## src/rtl/lsu_if.sv

```systemverilog
// Execute-stage request, writeback response and memory port bundle for the lsu.
// slave is the lsu side; master is the requester/memory side.
interface lsu_if #(
  parameter int ADDR_W = 8,
  parameter int XLEN   = 32
);
  logic              req_valid;
  logic              req_ready;
  logic              req_we;
  logic [2:0]        req_funct3;
  logic [XLEN-1:0]   req_base;
  logic [11:0]       req_offset;
  logic [XLEN-1:0]   req_wdata;
  logic [4:0]        req_rd;

  logic              rsp_valid;
  logic              rsp_ready;
  logic [XLEN-1:0]   rsp_rdata;
  logic [4:0]        rsp_rd;
  logic              rsp_fault;

  logic [ADDR_W-1:0] mem_addr;
  logic [XLEN-1:0]   mem_wdata;
  logic              mem_rw;
  logic [2:0]        mem_funct3;
  logic [XLEN-1:0]   mem_rdata;

  modport slave (
    input  req_valid, req_we, req_funct3, req_base, req_offset, req_wdata, req_rd,
    input  rsp_ready, mem_rdata,
    output req_ready, rsp_valid, rsp_rdata, rsp_rd, rsp_fault,
    output mem_addr, mem_wdata, mem_rw, mem_funct3
  );

  modport master (
    output req_valid, req_we, req_funct3, req_base, req_offset, req_wdata, req_rd,
    output rsp_ready, mem_rdata,
    input  req_ready, rsp_valid, rsp_rdata, rsp_rd, rsp_fault,
    input  mem_addr, mem_wdata, mem_rw, mem_funct3
  );
endinterface

```

## src/rtl/lsu.sv

```systemverilog
// Load/store unit: effective-address generation and checking, a single-cycle
// memory access, load extension and a valid/ready response to writeback.
module lsu #(
  parameter int ADDR_W = 8,
  parameter int XLEN   = 32
) (
  input  logic i_clk,
  input  logic i_rst,
  lsu_if.slave io_bus
);

  typedef enum logic [1:0] {
    S_IDLE   = 2'd0,
    S_ACCESS = 2'd1,
    S_RESP   = 2'd2
  } state_t;

  state_t            r_state;
  state_t            w_state_nxt;

  logic              r_we;
  logic [2:0]        r_funct3;
  logic [4:0]        r_rd;
  logic [ADDR_W-1:0] r_mem_addr;
  logic [XLEN-1:0]   r_mem_wdata;
  logic [2:0]        r_mem_funct3;
  logic              r_mem_rw;
  logic [XLEN-1:0]   r_rsp_rdata;
  logic [4:0]        r_rsp_rd;
  logic              r_rsp_fault;

  logic [XLEN-1:0]   w_ea;
  logic              w_range_err;
  logic              w_fn_err;
  logic              w_fault;
  logic              w_req_ready;
  logic              w_accept;

  function automatic logic [XLEN-1:0] f_extend(input logic [2:0] f3, input logic [XLEN-1:0] d);
    logic [XLEN-1:0] v;
    case (f3)
      3'b000:  v = {{(XLEN-8){d[7]}}, d[7:0]};
      3'b100:  v = {{(XLEN-8){1'b0}}, d[7:0]};
      3'b001:  v = {{(XLEN-16){d[15]}}, d[15:0]};
      3'b101:  v = {{(XLEN-16){1'b0}}, d[15:0]};
      default: v = d;
    endcase
    return v;
  endfunction

  assign w_ea        = io_bus.req_base + {{(XLEN-12){io_bus.req_offset[11]}}, io_bus.req_offset};
  assign w_range_err = |w_ea[XLEN-1:ADDR_W];
  assign w_req_ready = (r_state == S_IDLE) | ((r_state == S_RESP) & io_bus.rsp_ready);
  assign w_accept    = io_bus.req_valid & w_req_ready;
  assign w_fault     = w_range_err | w_fn_err;

  // Alignment and funct3 legality; bu/hu exist only as loads.
  always_comb begin
    w_fn_err = 1'b1;
    case (io_bus.req_funct3)
      3'b000:  w_fn_err = 1'b0;
      3'b001:  w_fn_err = w_ea[0];
      3'b010:  w_fn_err = |w_ea[1:0];
      3'b100:  w_fn_err = io_bus.req_we;
      3'b101:  w_fn_err = io_bus.req_we | w_ea[0];
      default: w_fn_err = 1'b1;
    endcase
  end

  // Next-state logic; a handshake in RESP may start the next request on the same edge.
  always_comb begin
    w_state_nxt = r_state;
    case (r_state)
      S_IDLE: begin
        if (w_accept) w_state_nxt = w_fault ? S_RESP : S_ACCESS;
        else          w_state_nxt = S_IDLE;
      end
      S_ACCESS: w_state_nxt = S_RESP;
      S_RESP: begin
        if (w_accept)              w_state_nxt = w_fault ? S_RESP : S_ACCESS;
        else if (io_bus.rsp_ready) w_state_nxt = S_IDLE;
        else                       w_state_nxt = S_RESP;
      end
      default: w_state_nxt = S_IDLE;
    endcase
  end

  // State register.
  always_ff @(posedge i_clk or posedge i_rst) begin
    if (i_rst) r_state <= S_IDLE;
    else       r_state <= w_state_nxt;
  end

  // Request capture, memory drive and response capture; memory lines hold across faults.
  always_ff @(posedge i_clk or posedge i_rst) begin
    if (i_rst) begin
      r_we         <= 1'b0;
      r_funct3     <= 3'b000;
      r_rd         <= 5'd0;
      r_mem_addr   <= {ADDR_W{1'b0}};
      r_mem_wdata  <= {XLEN{1'b0}};
      r_mem_funct3 <= 3'b000;
      r_mem_rw     <= 1'b0;
      r_rsp_rdata  <= {XLEN{1'b0}};
      r_rsp_rd     <= 5'd0;
      r_rsp_fault  <= 1'b0;
    end else begin
      r_mem_rw <= 1'b0;
      if (w_accept) begin
        r_we     <= io_bus.req_we;
        r_funct3 <= io_bus.req_funct3;
        r_rd     <= io_bus.req_rd;
        if (w_fault) begin
          r_rsp_fault <= 1'b1;
          r_rsp_rdata <= {XLEN{1'b0}};
          r_rsp_rd    <= 5'd0;
        end else begin
          r_mem_addr   <= w_ea[ADDR_W-1:0];
          r_mem_wdata  <= io_bus.req_wdata;
          r_mem_funct3 <= {1'b0, io_bus.req_funct3[1:0]};
          r_mem_rw     <= io_bus.req_we;
        end
      end else if (r_state == S_ACCESS) begin
        r_rsp_fault <= 1'b0;
        r_rsp_rdata <= r_we ? {XLEN{1'b0}} : f_extend(r_funct3, io_bus.mem_rdata);
        r_rsp_rd    <= r_we ? 5'd0 : r_rd;
      end else begin
        r_rsp_fault <= r_rsp_fault;
      end
    end
  end

  assign io_bus.req_ready  = w_req_ready;
  assign io_bus.rsp_valid  = (r_state == S_RESP);
  assign io_bus.rsp_rdata  = r_rsp_rdata;
  assign io_bus.rsp_rd     = r_rsp_rd;
  assign io_bus.rsp_fault  = r_rsp_fault;
  assign io_bus.mem_addr   = r_mem_addr;
  assign io_bus.mem_wdata  = r_mem_wdata;
  assign io_bus.mem_rw     = r_mem_rw;
  assign io_bus.mem_funct3 = r_mem_funct3;

endmodule

```

## src/flat_wrapper.sv

```systemverilog
// flat-port wrapper written by rule: the top's interface ports become plain ports
module lsu_flat 
#(
  parameter int ADDR_W = 8,
  parameter int XLEN   = 32
)
  (i_clk, i_rst, io_bus_req_valid, io_bus_req_we, io_bus_req_funct3, io_bus_req_base, io_bus_req_offset, io_bus_req_wdata, io_bus_req_rd, io_bus_rsp_ready, io_bus_mem_rdata, io_bus_req_ready, io_bus_rsp_valid, io_bus_rsp_rdata, io_bus_rsp_rd, io_bus_rsp_fault, io_bus_mem_addr, io_bus_mem_wdata, io_bus_mem_rw, io_bus_mem_funct3);
  lsu_if #(.ADDR_W(ADDR_W), .XLEN(XLEN)) io_bus_i ();
  input  logic i_clk;
  input  logic i_rst;
  input wire logic [$bits(io_bus_i.req_valid)-1:0] io_bus_req_valid;
  input wire logic [$bits(io_bus_i.req_we)-1:0] io_bus_req_we;
  input wire logic [$bits(io_bus_i.req_funct3)-1:0] io_bus_req_funct3;
  input wire logic [$bits(io_bus_i.req_base)-1:0] io_bus_req_base;
  input wire logic [$bits(io_bus_i.req_offset)-1:0] io_bus_req_offset;
  input wire logic [$bits(io_bus_i.req_wdata)-1:0] io_bus_req_wdata;
  input wire logic [$bits(io_bus_i.req_rd)-1:0] io_bus_req_rd;
  input wire logic [$bits(io_bus_i.rsp_ready)-1:0] io_bus_rsp_ready;
  input wire logic [$bits(io_bus_i.mem_rdata)-1:0] io_bus_mem_rdata;
  output wire logic [$bits(io_bus_i.req_ready)-1:0] io_bus_req_ready;
  output wire logic [$bits(io_bus_i.rsp_valid)-1:0] io_bus_rsp_valid;
  output wire logic [$bits(io_bus_i.rsp_rdata)-1:0] io_bus_rsp_rdata;
  output wire logic [$bits(io_bus_i.rsp_rd)-1:0] io_bus_rsp_rd;
  output wire logic [$bits(io_bus_i.rsp_fault)-1:0] io_bus_rsp_fault;
  output wire logic [$bits(io_bus_i.mem_addr)-1:0] io_bus_mem_addr;
  output wire logic [$bits(io_bus_i.mem_wdata)-1:0] io_bus_mem_wdata;
  output wire logic [$bits(io_bus_i.mem_rw)-1:0] io_bus_mem_rw;
  output wire logic [$bits(io_bus_i.mem_funct3)-1:0] io_bus_mem_funct3;
  assign io_bus_i.req_valid = io_bus_req_valid;
  assign io_bus_i.req_we = io_bus_req_we;
  assign io_bus_i.req_funct3 = io_bus_req_funct3;
  assign io_bus_i.req_base = io_bus_req_base;
  assign io_bus_i.req_offset = io_bus_req_offset;
  assign io_bus_i.req_wdata = io_bus_req_wdata;
  assign io_bus_i.req_rd = io_bus_req_rd;
  assign io_bus_i.rsp_ready = io_bus_rsp_ready;
  assign io_bus_i.mem_rdata = io_bus_mem_rdata;
  assign io_bus_req_ready = io_bus_i.req_ready;
  assign io_bus_rsp_valid = io_bus_i.rsp_valid;
  assign io_bus_rsp_rdata = io_bus_i.rsp_rdata;
  assign io_bus_rsp_rd = io_bus_i.rsp_rd;
  assign io_bus_rsp_fault = io_bus_i.rsp_fault;
  assign io_bus_mem_addr = io_bus_i.mem_addr;
  assign io_bus_mem_wdata = io_bus_i.mem_wdata;
  assign io_bus_mem_rw = io_bus_i.mem_rw;
  assign io_bus_mem_funct3 = io_bus_i.mem_funct3;
  lsu #(.ADDR_W(ADDR_W), .XLEN(XLEN)) u_core (.i_clk(i_clk), .i_rst(i_rst), .io_bus(io_bus_i));
endmodule
```

## config.mk

```make
export PLATFORM = sky130hd
export DESIGN_NAME = lsu_flat
export DESIGN_NICKNAME = d
export VERILOG_FILES = /design/src/rtl/lsu_if.sv /design/src/rtl/lsu.sv /design/src/flat_wrapper.sv
export SDC_FILE = /design/constraint.sdc
export NUM_CORES = 1
export LEC_CHECK = 0
export BUFFER_PORTS_ARGS = -buffer_cell sky130_fd_sc_hd__buf_4
export CORE_MARGIN = 4
export CORE_UTILIZATION = 45
export DETAILED_ROUTE_END_ITERATION = 16
export PLACE_DENSITY_LB_ADDON = 0.1
export SYNTH_ARGS = -nofsm -noshare
export SYNTH_HDL_FRONTEND = slang
export SYNTH_SLANG_ARGS = --single-unit
```

## constraint.sdc

```tcl
create_clock -name i_clk -period 4.7 [get_ports i_clk]
set_clock_uncertainty 0.05 [all_clocks]
set_input_delay 0.94 -clock i_clk [delete_from_list [all_inputs] [get_ports i_clk]]
set_output_delay 0.94 -clock i_clk [all_outputs]
set_load 0.01 [all_outputs]
```

==> impl_metrics.env <==
export IMPL_cp_cell_sequence="buf_4 -> ha_1 -> inv_1 -> fa_1 -> nand2b_1 -> a21o_1 -> a211oi_2 -> nor2_1 -> a2bb2oi_1 -> a2111o_1 -> nor4_1 -> nand3_2 -> nand2b_4 -> buf_12 -> mux2_4"
export IMPL_grt_antenna_before_repair=0
export IMPL_holdPathStages=2
export IMPL_async_flop_share_pct=100
export IMPL_postCtsHoldBufs=0
export IMPL_p_per_area_mw_per_mm2=260
export IMPL_num_vias=5613
export IMPL_synthTopCellsByArea="dfrtp_1 (38%), mux2_4 (9.0%), ha_1 (6.5%)"
export IMPL_wirelength_um=18200
export IMPL_drc_errors=0
export IMPL_grt_overflow=0
export IMPL_leakage_nw=4.11
export IMPL_post_cts_resize_count=0
export IMPL_slew_violations=0
export IMPL_hold_class="flop to flop"
export IMPL_worst_pin_slew_ns=1.16
export IMPL_yosysTopAreaCell="dfrtp_1"
export IMPL_power_share_clock_pct=37.3
export IMPL_nNetsFinal=954
export IMPL_post_drt_wl_per_cell_um=18.6
export IMPL_hold_path_endpoint="u_core.r_we"
export IMPL_antenna_cells=0
export IMPL_grt_pass1_vias=5518
export IMPL_clk_pin_slew_ns=0.06
export IMPL_initial_utilization_pct=46.7
export IMPL_crit_path_end_kind="flop"
export IMPL_timing_hold_ws_ns=0.426
export IMPL_max_stage_delay_ns=0.40
export IMPL_fillers=1095
export IMPL_yosysSeqAreaShare_pct=38.5
export IMPL_crit_family="compound AO/OA/AOI/OAI gates"
export IMPL_hold_start="u_core.r_we"
export IMPL_slew_headroom_pct=22.1
export IMPL_critical_path_class="input port to flop"
export IMPL_cts_path_max_buffers=2
export IMPL_synthFlopType="dfrtp_1"
export IMPL_rr_endpoint="u_core.io_bus.rsp_rdata[29]"
export IMPL_r2r_setup_slack_ns=2.58
export IMPL_postCtsSetupRepairBufs=0
export IMPL_synth_nets=759
export IMPL_synth_edf_count=0
export IMPL_cts_root_buf="clkbuf_16"
export IMPL_drive_gt1_share_pct=35.9
export IMPL_pin_count=205
export IMPL_fin_crit_sh_pct=89.2
export IMPL_start_kind="input port"
export IMPL_gp_congestion=0.908
export IMPL_track_usage_pct=23.8
export IMPL_power_frac_comb_pct=23.5
export IMPL_ys_types=67
export IMPL_ir_drop_mv=0.180
export IMPL_cts_sinks=92
export IMPL_core_area_mm2=0.0128
export IMPL_syn_area_mm2=0.00598
export IMPL_grt_pass1_wl_um=28500
export IMPL_first_pass_iters=5
export IMPL_hold_viol_final=0
export IMPL_arrival_ns=4.36
export IMPL_layoutNonFillerInstCount=978
export IMPL_cts_buffers=9
export IMPL_yosysWarnings=0
export IMPL_grt_max_degree=50
export IMPL_htreeDepth=3
export IMPL_synth_seq_cells=92
export IMPL_yosys_area_top_type_share_pct=38.5
export IMPL_p_int_mw=1.50
export IMPL_synth_area_per_cell_um2=9.87
export IMPL_die_area_mm2=0.0152
export IMPL_rsz0062_at_grt="false"
export IMPL_detail_route_antenna_nets=0
export IMPL_place_port_buffers=203
export IMPL_dp_hpwl_um=14300
export IMPL_p_switching_mw=0.583
export IMPL_seq_power_share_pct=39.2
export IMPL_maxCapViolations=0
export IMPL_dpl_cell_count=962
export IMPL_status="finished clean"
export IMPL_swShare_pct=27.9
export IMPL_path_max_fanout=17
export IMPL_num_rows=41
export IMPL_reg2reg_depth=4
export IMPL_cts_tree="yes"
export IMPL_cp_required_ns=4.87
export IMPL_die_x_um=123
export IMPL_die_y_um=123
export IMPL_final_min_clock_period_ns=4.19
export IMPL_syn_to_final_growth_pct=34.3
export IMPL_vias_per_cell=5.74
export IMPL_setup_viol=0
export IMPL_drt_initial_drc_count=449
export IMPL_crit_cells=15
export IMPL_clkLatencyLatePin_ns=0.33
export IMPL_fin_tns_setup_ns=0
export IMPL_cp_slowest_cell="a211oi_2"
export IMPL_crit_buf_inv=3
export IMPL_clock_fmax_mhz=238
export IMPL_synth_cells=606
export IMPL_r2r_start="u_core.r_funct3[0]"
==> cells in the mapped netlist, drive strengths merged, types with 2 or more instances <==
cell type / count
a2111o: 2
a2111oi: 2
a211o: 5
a211oi: 4
a21boi: 3
a21o: 9
a21oi: 44
a22o: 21
a31oi: 5
and2: 4
and3: 5
buf: 18
clkbuf: 19
dfrtp: 92
ha: 31
inv: 15
mux2: 41
mux2i: 6
nand2: 65
nand2b: 8
nand3: 7
nand4: 14
nor2: 23
nor2b: 21
nor3: 8
nor4: 5
nor4b: 3
o2111ai: 3
o211ai: 13
o21a: 11
o21ai: 39
o21bai: 2
o221ai: 3
o2bb2ai: 16
o31a: 2
o31ai: 3
o41ai: 2
or2: 3
or3: 3
xnor2: 6
xor2: 5
==> how the worst max path moves through the flow <==
stage                                  endpoint            startpoint
floorplan            u_core.io_bus.mem_wdata[0]  io_bus_req_offset[0]
global placement    u_core.io_bus.mem_wdata[15]  io_bus_req_offset[0]
detailed placement   u_core.io_bus.mem_wdata[6]  io_bus_req_offset[0]
CTS                 u_core.io_bus.mem_wdata[29]  io_bus_req_offset[0]
global route        u_core.io_bus.mem_wdata[29]  io_bus_req_offset[1]
finish               u_core.io_bus.mem_wdata[3]  io_bus_req_offset[0]
==> kinds of logic after synthesis <==
kind of cell	count (synthesis)	synth area share, %
fa+ha+maj	32	6.82
mux	47	11.0
compound gates	199	23.3
flops	92	38.5
xor+xnor	11	1.61
simple gates	172	14.6
other cells	1	0.0627
buf+inv	52	4.25
==> flip-flops by register name, summed over array words and instances (netlist names) <==
register,cells
u_core.io_bus.mem_addr,8
u_core.r_rd,5
u_core.r_state,2
u_core.io_bus.mem_rw,1
u_core.io_bus.rsp_fault,1
u_core.io_bus.rsp_rd,5
u_core.io_bus.mem_wdata,32
u_core.r_funct3,3
u_core.io_bus.mem_funct3,2
u_core.io_bus.rsp_rdata,32
u_core.r_we,1
==> metal layers <==
metal	wire length, um	track usage [%]	vias up
met1	7380	29.8	2702
met2	9200	41.8	227
met5	0	0	-
li1	-	-	2651
met3	1150	3.20	33
met4	486	8.65	0
==> power by group through the flow <==
stage	combinational (mW)	clock, mW	sequential (mW)
6_report	0.491	0.779	0.818
2_1_floorplan	0.311	0	0.823
4_1_cts	0.487	0.793	0.817
3_5_place_dp	0.484	0	0.832
3_3_place_gp	0.478	0	0.832
5_1_grt	0.543	0.831	0.819
==> layout by cell type, fill, tap and decap left out, types with 4 or more instances in the layout <==
| cell | count |
|---|---|
| a21o_1 | 9 |
| dfrtp_1 | 92 |
| and3_1 | 5 |
| mux2_4 | 36 |
| o2bb2ai_1 | 16 |
| a31oi_1 | 5 |
| xnor2_1 | 6 |
| nand3_1 | 6 |
| nor4_1 | 5 |
| mux2i_1 | 6 |
| nor2_1 | 23 |
| and2_1 | 4 |
| mux2_2 | 5 |
| a22o_1 | 21 |
| o21ai_1 | 4 |
| o21ai_0 | 35 |
| o211ai_1 | 13 |
| xor2_1 | 5 |
| buf_12 | 4 |
| buf_4 | 217 |
| clkbuf_16 | 9 |
| nor3_1 | 8 |
| a21oi_1 | 43 |
| inv_1 | 14 |
| ha_1 | 31 |
| a211o_1 | 5 |
| nand2_1 | 65 |
| nand2b_1 | 7 |
| nand4_1 | 14 |
| o21a_1 | 11 |
| nor2b_1 | 21 |
==> worst register-to-register path: stages, from the launching register on <==
cell and delay (ns):
dfrtp_1 0.54, mux2i_1 0.22, nor2_1 0.05, o21ai_1 0.89, o2bb2ai_1 0.21
==> metrics by stage <==
step                power, mW  cell area (um^2)  worst slack, ns  utilization, %
detailed placement       1.32              7710            0.185            60.1
global placement         1.31              7710            0.252            60.1
floorplan                1.13              5980            0.393               -
finish                   2.09              8040            0.507            62.7
CTS                      2.10              8040            0.526            62.7
global route             2.19              8040            0.263            62.7
==> layout make-up <==
| class | instances | area (um^2) | share of cell area, % |
|---|---|---|---|
| multi-input combinational | 462 | 3430 | 42.6 |
| sequential | 92 | 2300 | 28.6 |
| timing repair buffer | 221 | 1710 | 21.3 |
| clock buffer | 11 | 243 | 3.02 |
| tap | 172 | 215 | 2.68 |
| clock inverter | 5 | 82.6 | 1.03 |
| inverter | 15 | 57.6 | 0.716 |
Note: power is estimated with default switching activity, not from simulation.
